[src/rtl/alu_seq_pkg.sv]
// Shared types and constants for the ALU operand sequencer.
// State codes double as the LED phase encoding.
package alu_seq_pkg;

  localparam int OPERAND_W = 3;
  localparam int RESULT_W  = 4;
  localparam int SEL_W     = 2;
  localparam int PHASE_W   = 3;

  localparam logic [SEL_W-1:0] OP_ADD   = 2'b00;
  localparam logic [SEL_W-1:0] OP_SUB   = 2'b01;
  localparam logic [SEL_W-1:0] OP_SHIFT = 2'b10;
  localparam logic [SEL_W-1:0] OP_EQ    = 2'b11;

  typedef enum logic [PHASE_W-1:0] {
    S_LOAD_A  = 3'd0,
    S_LOAD_B  = 3'd1,
    S_LOAD_OP = 3'd2,
    S_ISSUE   = 3'd3,
    S_CAPTURE = 3'd4,
    S_SHOW    = 3'd5
  } state_t;

  function automatic logic [PHASE_W-1:0] phase_code(input state_t s);
    return PHASE_W'(s);
  endfunction

endpackage

[src/rtl/alu_operand_sequencer_btn_conditioner.sv]
// Button conditioner: 2-flop synchronizer, optional debounce filter, registered rising-edge pulse.
// Debounce is compiled in with ALU_SEQ_DEBOUNCE_EN.
module btn_conditioner #(
  parameter int DEBOUNCE_CYCLES = 16
) (
  input  logic clk,
  input  logic rst,
  input  logic raw,
  output logic pulse
);

  logic sync1_r;
  logic sync2_r;
  logic fill1_r;
  logic fill2_r;
  logic armed_r;
  logic prev_r;
  logic pulse_r;
  logic lvl_s;

  // The armed flag stays low until a released level is seen after the synchronizer
  // has refilled, so a button held through reset cannot fire on release of reset.
  // Synchronizer, arming and edge detection.
  always_ff @(posedge clk) begin
    if (rst) begin
      sync1_r <= 1'b0;
      sync2_r <= 1'b0;
      fill1_r <= 1'b0;
      fill2_r <= 1'b0;
      armed_r <= 1'b0;
      prev_r  <= 1'b0;
      pulse_r <= 1'b0;
    end else begin
      sync1_r <= raw;
      sync2_r <= sync1_r;
      fill1_r <= 1'b1;
      fill2_r <= fill1_r;
      if (fill2_r && !sync2_r) begin
        armed_r <= 1'b1;
      end
      prev_r  <= lvl_s;
      pulse_r <= lvl_s & ~prev_r & armed_r;
    end
  end

`ifdef ALU_SEQ_DEBOUNCE_EN
  localparam int CNT_W = $clog2(DEBOUNCE_CYCLES + 1);

  logic [CNT_W-1:0] cnt_r;
  logic             acc_r;

  // Accepted level follows the synchronized level only after it has held for DEBOUNCE_CYCLES.
  always_ff @(posedge clk) begin
    if (rst) begin
      cnt_r <= '0;
      acc_r <= 1'b0;
    end else if (sync2_r != acc_r) begin
      if (cnt_r == CNT_W'(DEBOUNCE_CYCLES - 1)) begin
        acc_r <= sync2_r;
        cnt_r <= '0;
      end else begin
        cnt_r <= cnt_r + CNT_W'(1);
      end
    end else begin
      cnt_r <= '0;
    end
  end

  assign lvl_s = acc_r;
`else
  logic unused_cfg_s;

  assign unused_cfg_s = (DEBOUNCE_CYCLES > 0);
  assign lvl_s        = sync2_r;
`endif

  assign pulse = pulse_r;

endmodule

[src/rtl/alu_operand_sequencer.sv]
// Collects A, B and op select over three enter presses, issues them to the ALU, captures and holds the result.
// Optional button debounce via ALU_SEQ_DEBOUNCE_EN.
module alu_operand_sequencer
  import alu_seq_pkg::*;
#(
  parameter int DEBOUNCE_CYCLES = 16
) (
  input  logic                 clk,
  input  logic                 rst,
  input  logic [OPERAND_W-1:0] sw,
  input  logic                 btn_enter,
  input  logic                 btn_clear,
  output logic [OPERAND_W-1:0] a,
  output logic [OPERAND_W-1:0] b,
  output logic [SEL_W-1:0]     swSelect,
  output logic                 op_valid,
  input  logic [RESULT_W-1:0]  alu_q,
  output logic [RESULT_W-1:0]  q,
  output logic                 q_valid,
  output logic [PHASE_W-1:0]   phase
);

  logic enter_pulse_s;
  logic clear_pulse_s;

  btn_conditioner #(.DEBOUNCE_CYCLES(DEBOUNCE_CYCLES)) u_enter (
    .clk   (clk),
    .rst   (rst),
    .raw   (btn_enter),
    .pulse (enter_pulse_s)
  );

  btn_conditioner #(.DEBOUNCE_CYCLES(DEBOUNCE_CYCLES)) u_clear (
    .clk   (clk),
    .rst   (rst),
    .raw   (btn_clear),
    .pulse (clear_pulse_s)
  );

  state_t               state_r;
  state_t               state_next_s;
  logic                 load_a_s;
  logic                 load_b_s;
  logic                 load_op_s;
  logic                 capture_s;
  logic [OPERAND_W-1:0] a_r;
  logic [OPERAND_W-1:0] b_r;
  logic [SEL_W-1:0]     sel_r;
  logic [RESULT_W-1:0]  q_r;
  logic                 q_valid_r;
  logic                 op_valid_r;

  // Next-state and register-load decode; clear overrides any enter in the same cycle.
  always_comb begin
    state_next_s = state_r;
    load_a_s     = 1'b0;
    load_b_s     = 1'b0;
    load_op_s    = 1'b0;
    capture_s    = 1'b0;
    if (clear_pulse_s) begin
      state_next_s = S_LOAD_A;
    end else begin
      case (state_r)
        S_LOAD_A: begin
          if (enter_pulse_s) begin
            state_next_s = S_LOAD_B;
            load_a_s     = 1'b1;
          end else begin
            state_next_s = S_LOAD_A;
          end
        end
        S_LOAD_B: begin
          if (enter_pulse_s) begin
            state_next_s = S_LOAD_OP;
            load_b_s     = 1'b1;
          end else begin
            state_next_s = S_LOAD_B;
          end
        end
        S_LOAD_OP: begin
          if (enter_pulse_s) begin
            state_next_s = S_ISSUE;
            load_op_s    = 1'b1;
          end else begin
            state_next_s = S_LOAD_OP;
          end
        end
        S_ISSUE: begin
          state_next_s = S_CAPTURE;
        end
        S_CAPTURE: begin
          state_next_s = S_SHOW;
          capture_s    = 1'b1;
        end
        S_SHOW: begin
          if (enter_pulse_s) begin
            state_next_s = S_LOAD_A;
          end else begin
            state_next_s = S_SHOW;
          end
        end
        default: begin
          state_next_s = S_LOAD_A;
        end
      endcase
    end
  end

  // State register and operand/result registers; strobes are pre-decoded from the next state.
  always_ff @(posedge clk) begin
    if (rst || clear_pulse_s) begin
      state_r    <= S_LOAD_A;
      a_r        <= '0;
      b_r        <= '0;
      sel_r      <= '0;
      q_r        <= '0;
      q_valid_r  <= 1'b0;
      op_valid_r <= 1'b0;
    end else begin
      state_r    <= state_next_s;
      op_valid_r <= (state_next_s == S_ISSUE);
      q_valid_r  <= (state_next_s == S_SHOW);
      if (load_a_s) begin
        a_r <= sw;
      end
      if (load_b_s) begin
        b_r <= sw;
      end
      if (load_op_s) begin
        sel_r <= sw[SEL_W-1:0];
      end
      if (capture_s) begin
        q_r <= alu_q;
      end
    end
  end

  assign a        = a_r;
  assign b        = b_r;
  assign swSelect = sel_r;
  assign op_valid = op_valid_r;
  assign q        = q_r;
  assign q_valid  = q_valid_r;
  assign phase    = phase_code(state_r);

endmodule

[config.mk]
export PLATFORM = sky130hd
export DESIGN_NAME = alu_operand_sequencer
export DESIGN_NICKNAME = d
export VERILOG_FILES = /design/src/rtl/alu_seq_pkg.sv /design/src/rtl/alu_operand_sequencer_btn_conditioner.sv /design/src/rtl/alu_operand_sequencer.sv
export SDC_FILE = /design/constraint.sdc
export NUM_CORES = 1
export LEC_CHECK = 0
export CAP_MARGIN = 10
export CORE_MARGIN = 5
export CORE_UTILIZATION = 49
export CTS_CLUSTER_SIZE = 28
export DETAILED_ROUTE_END_ITERATION = 6
export HOLD_SLACK_MARGIN = 0.05
export PLACE_DENSITY = 0.85
export SYNTH_ARGS = -nofsm -noshare
export SYNTH_HDL_FRONTEND = slang
export SYNTH_SLANG_ARGS = --single-unit
[constraint.sdc]
create_clock -name clk -period 2.8 [get_ports clk]
set_clock_uncertainty 0.1 [all_clocks]
set_input_delay 0.28 -clock clk [delete_from_list [all_inputs] [get_ports clk]]
set_output_delay 0.28 -clock clk [all_outputs]
set_load 0.005 [all_outputs]
==> results.yml, run 1 <==
power:
  powerDensity_nw_per_um2: 583
  p_total_w: 0.000805
  leakage_nw: 0.492
  vdd_drop_max_mv: 0.466
die:
  core_um2: 1980
  pin_count: 28
  die_w_um: 55.9
  initial_core_util: 0.520
  die_area_um2: 3120
  placement_rows: 16
  die_h_um: 55.9
sta:
  final_max_slew_viol_count: 0
  rsz0062_at_grt: "no"
  slew_headroom: 0.700
  min_period_over_period: 0.678
  setup_tns_ns: 0
  whs_ns: 0.347
  period_minus_slack_ns: 1.90
  hold_viol_final: 0
  final-setup-viol-count: 0
  fmax_ghz: 0.527
  worst_pin_slew_ns: 0.449
route:
  drt_pre_antenna_iters: 4
  vias: 721
  wl_per_cell_um: 12.9
  drcViolationCount: 0
  ant_nets: 0
  wirelength_um: 1930
  routed_via_density: 4.84
  first_iter_violations: 12
worst_setup_path:
  cp-start-kind: "flop"
  max_stage_delay_ns: 0.61
  critPathArrivalTime_ns: 1.52
  cp-end-kind: "output pin"
  critPathRequiredTime_ns: 2.42
  crit_fanout: 11
  path_class: "reg2out"
  crit_buf_inv: 1
  crit_chain: "clkdlybuf4s50_1"
  cpLargestDelayFamily: "flip-flops"
  cp_slowest_cell: "dfxtp_1"
yosys:
  ys_seq_area_frac: 0.563
  synth-main-ff-cell: "dfxtp_1"
  netlist.top_cell.by_area: "dfxtp_1"
  synthCells: 93
  synth.avg_cell_area_um2: 11.1
  synth_cell_types: 20
  synth_edf_count: 0
  ys_warn_count: 0
  synth_top_area_frac: 0.563
  post_synth_main_area_contributors: "dfxtp_1 56%, mux2i_1 12%, nor2_1 6.9%"
  syn_area_um2: 1030
  synth.ff_latch_count: 29
  synth_top_cells_by_count: "29 x dfxtp_1, 19 x nor2_1, 12 x mux2i_1"
  syn-num-nets: 104
  async_flop_share: 0
  synth.most_common_cell: "dfxtp_1"
worst_hold_path:
  hp-class: "reg2reg"
clock_network:
  clkTransAtPathRegs_ns: 0.10
  cts_tree: "done"
  numCtsBuffers: 5
  cts.repair.resized: 0
  postCtsSetupBuffers: 0
  clockRootBuffer: "clkbuf_4"
  clk_path_buf_depth: 2
  hold_buffers: 0
  cts_max_level: 2
  clk_latency_ns: 0.32
  clock-sinks: 29
finish:
  diodes: 0
  drive_gt1_frac: 0.107
  fillers: 148
  fin_nets: 132
  syn_to_final_growth_pct: 33.9
  stdcell_area_um2: 1380
grt:
  gr-usage-all-layers: 0.136
  grt_pass1_wl_um: 3310
  grt_overflow: 0
  grt_pass1_vias: 727
  grt_max_degree: 18
  antenna_found_initial: 0
placement:
  numPortBuffers: 27
  place.gp.congestion: 0.666
  placed_area_um2: 1290
flow_run:
  maxCapViolCount: 0
run_status:
  status: "finished, final reports clean"
-- metal layers --
metal  vias up  routed length (µm)  global-route usage
li1        363                   -                   -
met1       336                 823               0.142
met2        16                 973               0.235
met3         6                  98              0.0603
met4         0                  31              0.0610
met5         -                   0                   0
-- where the power goes --
part           switching [W]  internal, W
combinational      0.0000125    0.0000185
sequential        0.00000331     0.000420
clock               0.000139     0.000212
total               0.000155     0.000650
-- metrics by stage --
stage                     cells  setup slack, ns   util
final                       149            0.901  0.696
after detailed placement    141            0.867  0.652
after floorplan              93             1.47      -
after CTS                   149            0.895  0.696
after global routing        149            0.809  0.696
after global placement      141            0.899  0.652
-- cell type report --
cell class | count | area [µm²] | share of cell area
sequential | 29 | 581 | 0.421
timing repair buffer | 27 | 270 | 0.196
clock buffer | 6 | 51.3 | 0.0372
tap | 27 | 33.8 | 0.0245
clock inverter | 2 | 37.5 | 0.0272
multi-input combinational | 54 | 392 | 0.284
inverter | 4 | 15.0 | 0.0109
-- registers in the layout, indices dropped and copies added (netlist names), 2 cells and up --
name and count:
b 3, a 3, phase 3, q 4
swSelect 2
-- path summary, 6_finish.rpt --
check                  start  slack (ns)            end  cells past startpoint
max                 phase[1]        0.90       phase[1]                      1
min          u_enter.sync1_r        0.35  u_enter.lvl_s                      1
max reg2reg         phase[2]        1.27           q[3]                      3
min reg2reg  u_enter.sync1_r        0.35  u_enter.lvl_s                      1
-- cell families (layout without fill, tap and decap cells) --
| family | count (synthesis) | in the layout | synth area share |
|---|---|---|---|
| buffers and inverters | 10 | 39 | 0.0570 |
| AND/OR/NAND/NOR | 35 | 35 | 0.221 |
| flip-flops | 29 | 29 | 0.563 |
| AO/OA/AOI/OAI | 7 | 7 | 0.0425 |
| multiplexers | 12 | 12 | 0.117 |
-- cell usage in the layout (no fill, tap or decap), drive strengths merged --
cell and instances:
mux2i 12, or2 1, nor2b 6, clkbuf 6, and3b 2, clkinvlp 1, o21a 1, a211oi 1
nand3b 2, dfxtp 29, inv 4, nand2 1, a221oi 1, clkdlybuf4s50 27, nor2 19, a21oi 4
and4bb 2, nor4b 2, bufinv 1
No activity file was read; power rests on OpenSTA's default activity.
==> run 2, diff against run 1 <==
--- a/config.mk
+++ b/config.mk
@@ -7,11 +7,11 @@
 export LEC_CHECK = 0
 export CAP_MARGIN = 10
 export CORE_MARGIN = 5
-export CORE_UTILIZATION = 49
+export CORE_UTILIZATION = 41
 export CTS_CLUSTER_SIZE = 28
 export DETAILED_ROUTE_END_ITERATION = 6
 export HOLD_SLACK_MARGIN = 0.05
-export PLACE_DENSITY = 0.85
+export PLACE_DENSITY = 0.76
 export SYNTH_ARGS = -nofsm -noshare
 export SYNTH_HDL_FRONTEND = slang
 export SYNTH_SLANG_ARGS = --single-unit
==> constraint.sdc (replaced) <==
create_clock -name clk -period 1.54 [get_ports clk]
set_clock_uncertainty 0.1 [all_clocks]
set_input_delay 0.154 -clock clk [delete_from_list [all_inputs] [get_ports clk]]
set_output_delay 0.154 -clock clk [all_outputs]
set_load 0.005 [all_outputs]
==> results.yml, run 2 (synthesized netlist as in run 1, its figures left out) <==
finish:
  diodes: 0
  drive_gt1_frac: 0.164
  fin_nets: 138
  syn_to_final_growth_pct: 35.9
  largest_reg_flops: 4
  final_cell_mix: "26 x dfxtp_1, 26 x clkdlybuf4s50_1, 19 x nor2_1"
  fillers: 212
worst_setup_path:
  rrSetupSlack_ns: 0.10
  cp-start-kind: "flop"
  cp_slowest_cell: "clkdlybuf4s50_1"
  critPathRequiredTime_ns: 1.29
  timing.rr.start: "phase[1]"
  critPathArrivalTime_ns: 1.21
  crit_fanout: 6
  cp-end-kind: "output pin"
  ff2ff_path_depth: 4
  cpLargestDelayFamily: "buffers and inverters"
  max_stage_delay_ns: 0.50
  r2r_end: "q[2]"
  path_class: "reg2out"
  crit_chain: "clkdlybuf4s50_1"
  endpoint: "phase[2]"
  path_depth: 1
  crit_path_start: "phase[2]"
  crit_buf_inv: 1
sta:
  final-setup-viol-count: 0
  setup_tns_ns: 0
  worst_pin_slew_ns: 0.403
  final_max_slew_viol_count: 0
  slew_headroom: 0.730
  fmax_ghz: 0.681
  rsz0062_at_grt: "no"
  min_period_over_period: 0.953
  whs_ns: 0.277
  hold_viol_final: 0
  period_minus_slack_ns: 1.47
worst_hold_path:
  hp-class: "in2reg"
  hp-start: "btn_enter"
  holdPathStages: 2
grt:
  antenna_found_initial: 0
  grt_pass1_vias: 723
  grt_pass1_wl_um: 3030
  grt_overflow: 0
  gr-usage-all-layers: 0.115
  grt_max_degree: 11
clock_network:
  cts_max_level: 2
  clock-sinks: 29
  numCtsBuffers: 5
  clk_latency_ns: 0.32
  clockRootBuffer: "clkbuf_4"
  cts_tree: "done"
  clk_path_buf_depth: 2
  clkTransAtPathRegs_ns: 0.09
  hold_buffers: 0
die:
  die_area_um2: 3620
  core_um2: 2430
  die_h_um: 60.1
  initial_core_util: 0.424
  pin_count: 28
  placement_rows: 18
  die_w_um: 60.1
route:
  vias: 748
  first_iter_violations: 18
  ant_nets: 0
  drcViolationCount: 0
  wl_per_cell_um: 11.4
  wirelength_um: 1800
  routed_via_density: 4.73
  drt_pre_antenna_iters: 4
flow_run:
  maxCapViolCount: 0
placement:
  place.gp.congestion: 0.648
  numPortBuffers: 27
  hpwl_um: 1330
run_status:
  status: "finished, final reports clean"
power:
  internal_power_w: 0.000970
  pwr-share-seq: 0.610
  swShare: 0.224
  vdd_drop_max_mv: 0.863
  leakage_nw: 0.518
  clkPwrFrac: 0.340
  pwr-share-comb: 0.050
  powerDensity_nw_per_um2: 892
  p_sw_w: 0.000281
-- run 2: worst min-delay path by stage --
stage and end:
2_1_floorplan u_clear.sync1_r, 3_3_place_gp u_clear.fill2_r, 3_5_place_dp u_enter.lvl_s, 4_1_cts u_enter.sync1_r
5_1_grt u_enter.sync1_r, 6_report u_enter.sync1_r
-- run 2: stage by stage --
| stage | instances | power [W] | instance area (µm²) | utilization | setup WS (ns) |
|---|---|---|---|---|---|
| final | 158 | 0.00125 | 1400 | 0.576 | 0.0726 |
| after CTS | 158 | 0.00127 | 1400 | 0.575 | 0.0272 |
| after global routing | 158 | 0.00131 | 1400 | 0.576 | 0.00614 |
| after global placement | 148 | 0.000846 | 1330 | 0.545 | 0.143 |
| after floorplan | 93 | 0.000811 | 1030 | - | 0.210 |
| after detailed placement | 148 | 0.000849 | 1330 | 0.545 | 0.0950 |
-- run 2: area by class of cell --
class	instances	area (µm²)	share of cell area
Inverter	4	15.0	0.0107
Multi-Input combinational cell	54	392	0.279
Tap cell	30	37.5	0.0268
Clock inverter	2	10.0	0.00714
Clock buffer	6	41.3	0.0295
Sequential cell	29	592	0.422
Timing Repair Buffer	33	314	0.224
-- run 2: what timing repair did --
item	4_1_cts	5_1_grt
setup endpoints to repair	3	1
setup buffers	2	0
pin swaps	0	0
gates resized for setup	6	1
-- run 2: power by group through the flow --
stage	Combinational, W	Clock, W	Sequential, W
floorplan	0.0000263	0	0.000784
finish	0.0000622	0.000425	0.000763
CTS	0.0000629	0.000442	0.000765
global placement	0.0000604	0	0.000786
global route	0.0000687	0.000480	0.000765
detailed placement	0.0000627	0	0.000786
-- run 2: metal layers --
| layer | track usage | part of all wire |
|---|---|---|
| met1 | 0.120 | 0.41 |
| met2 | 0.190 | 0.50 |
| met3 | 0.0454 | 0.073 |
| met4 | 0.0759 | 0.013 |
| met5 | 0 | 0 |
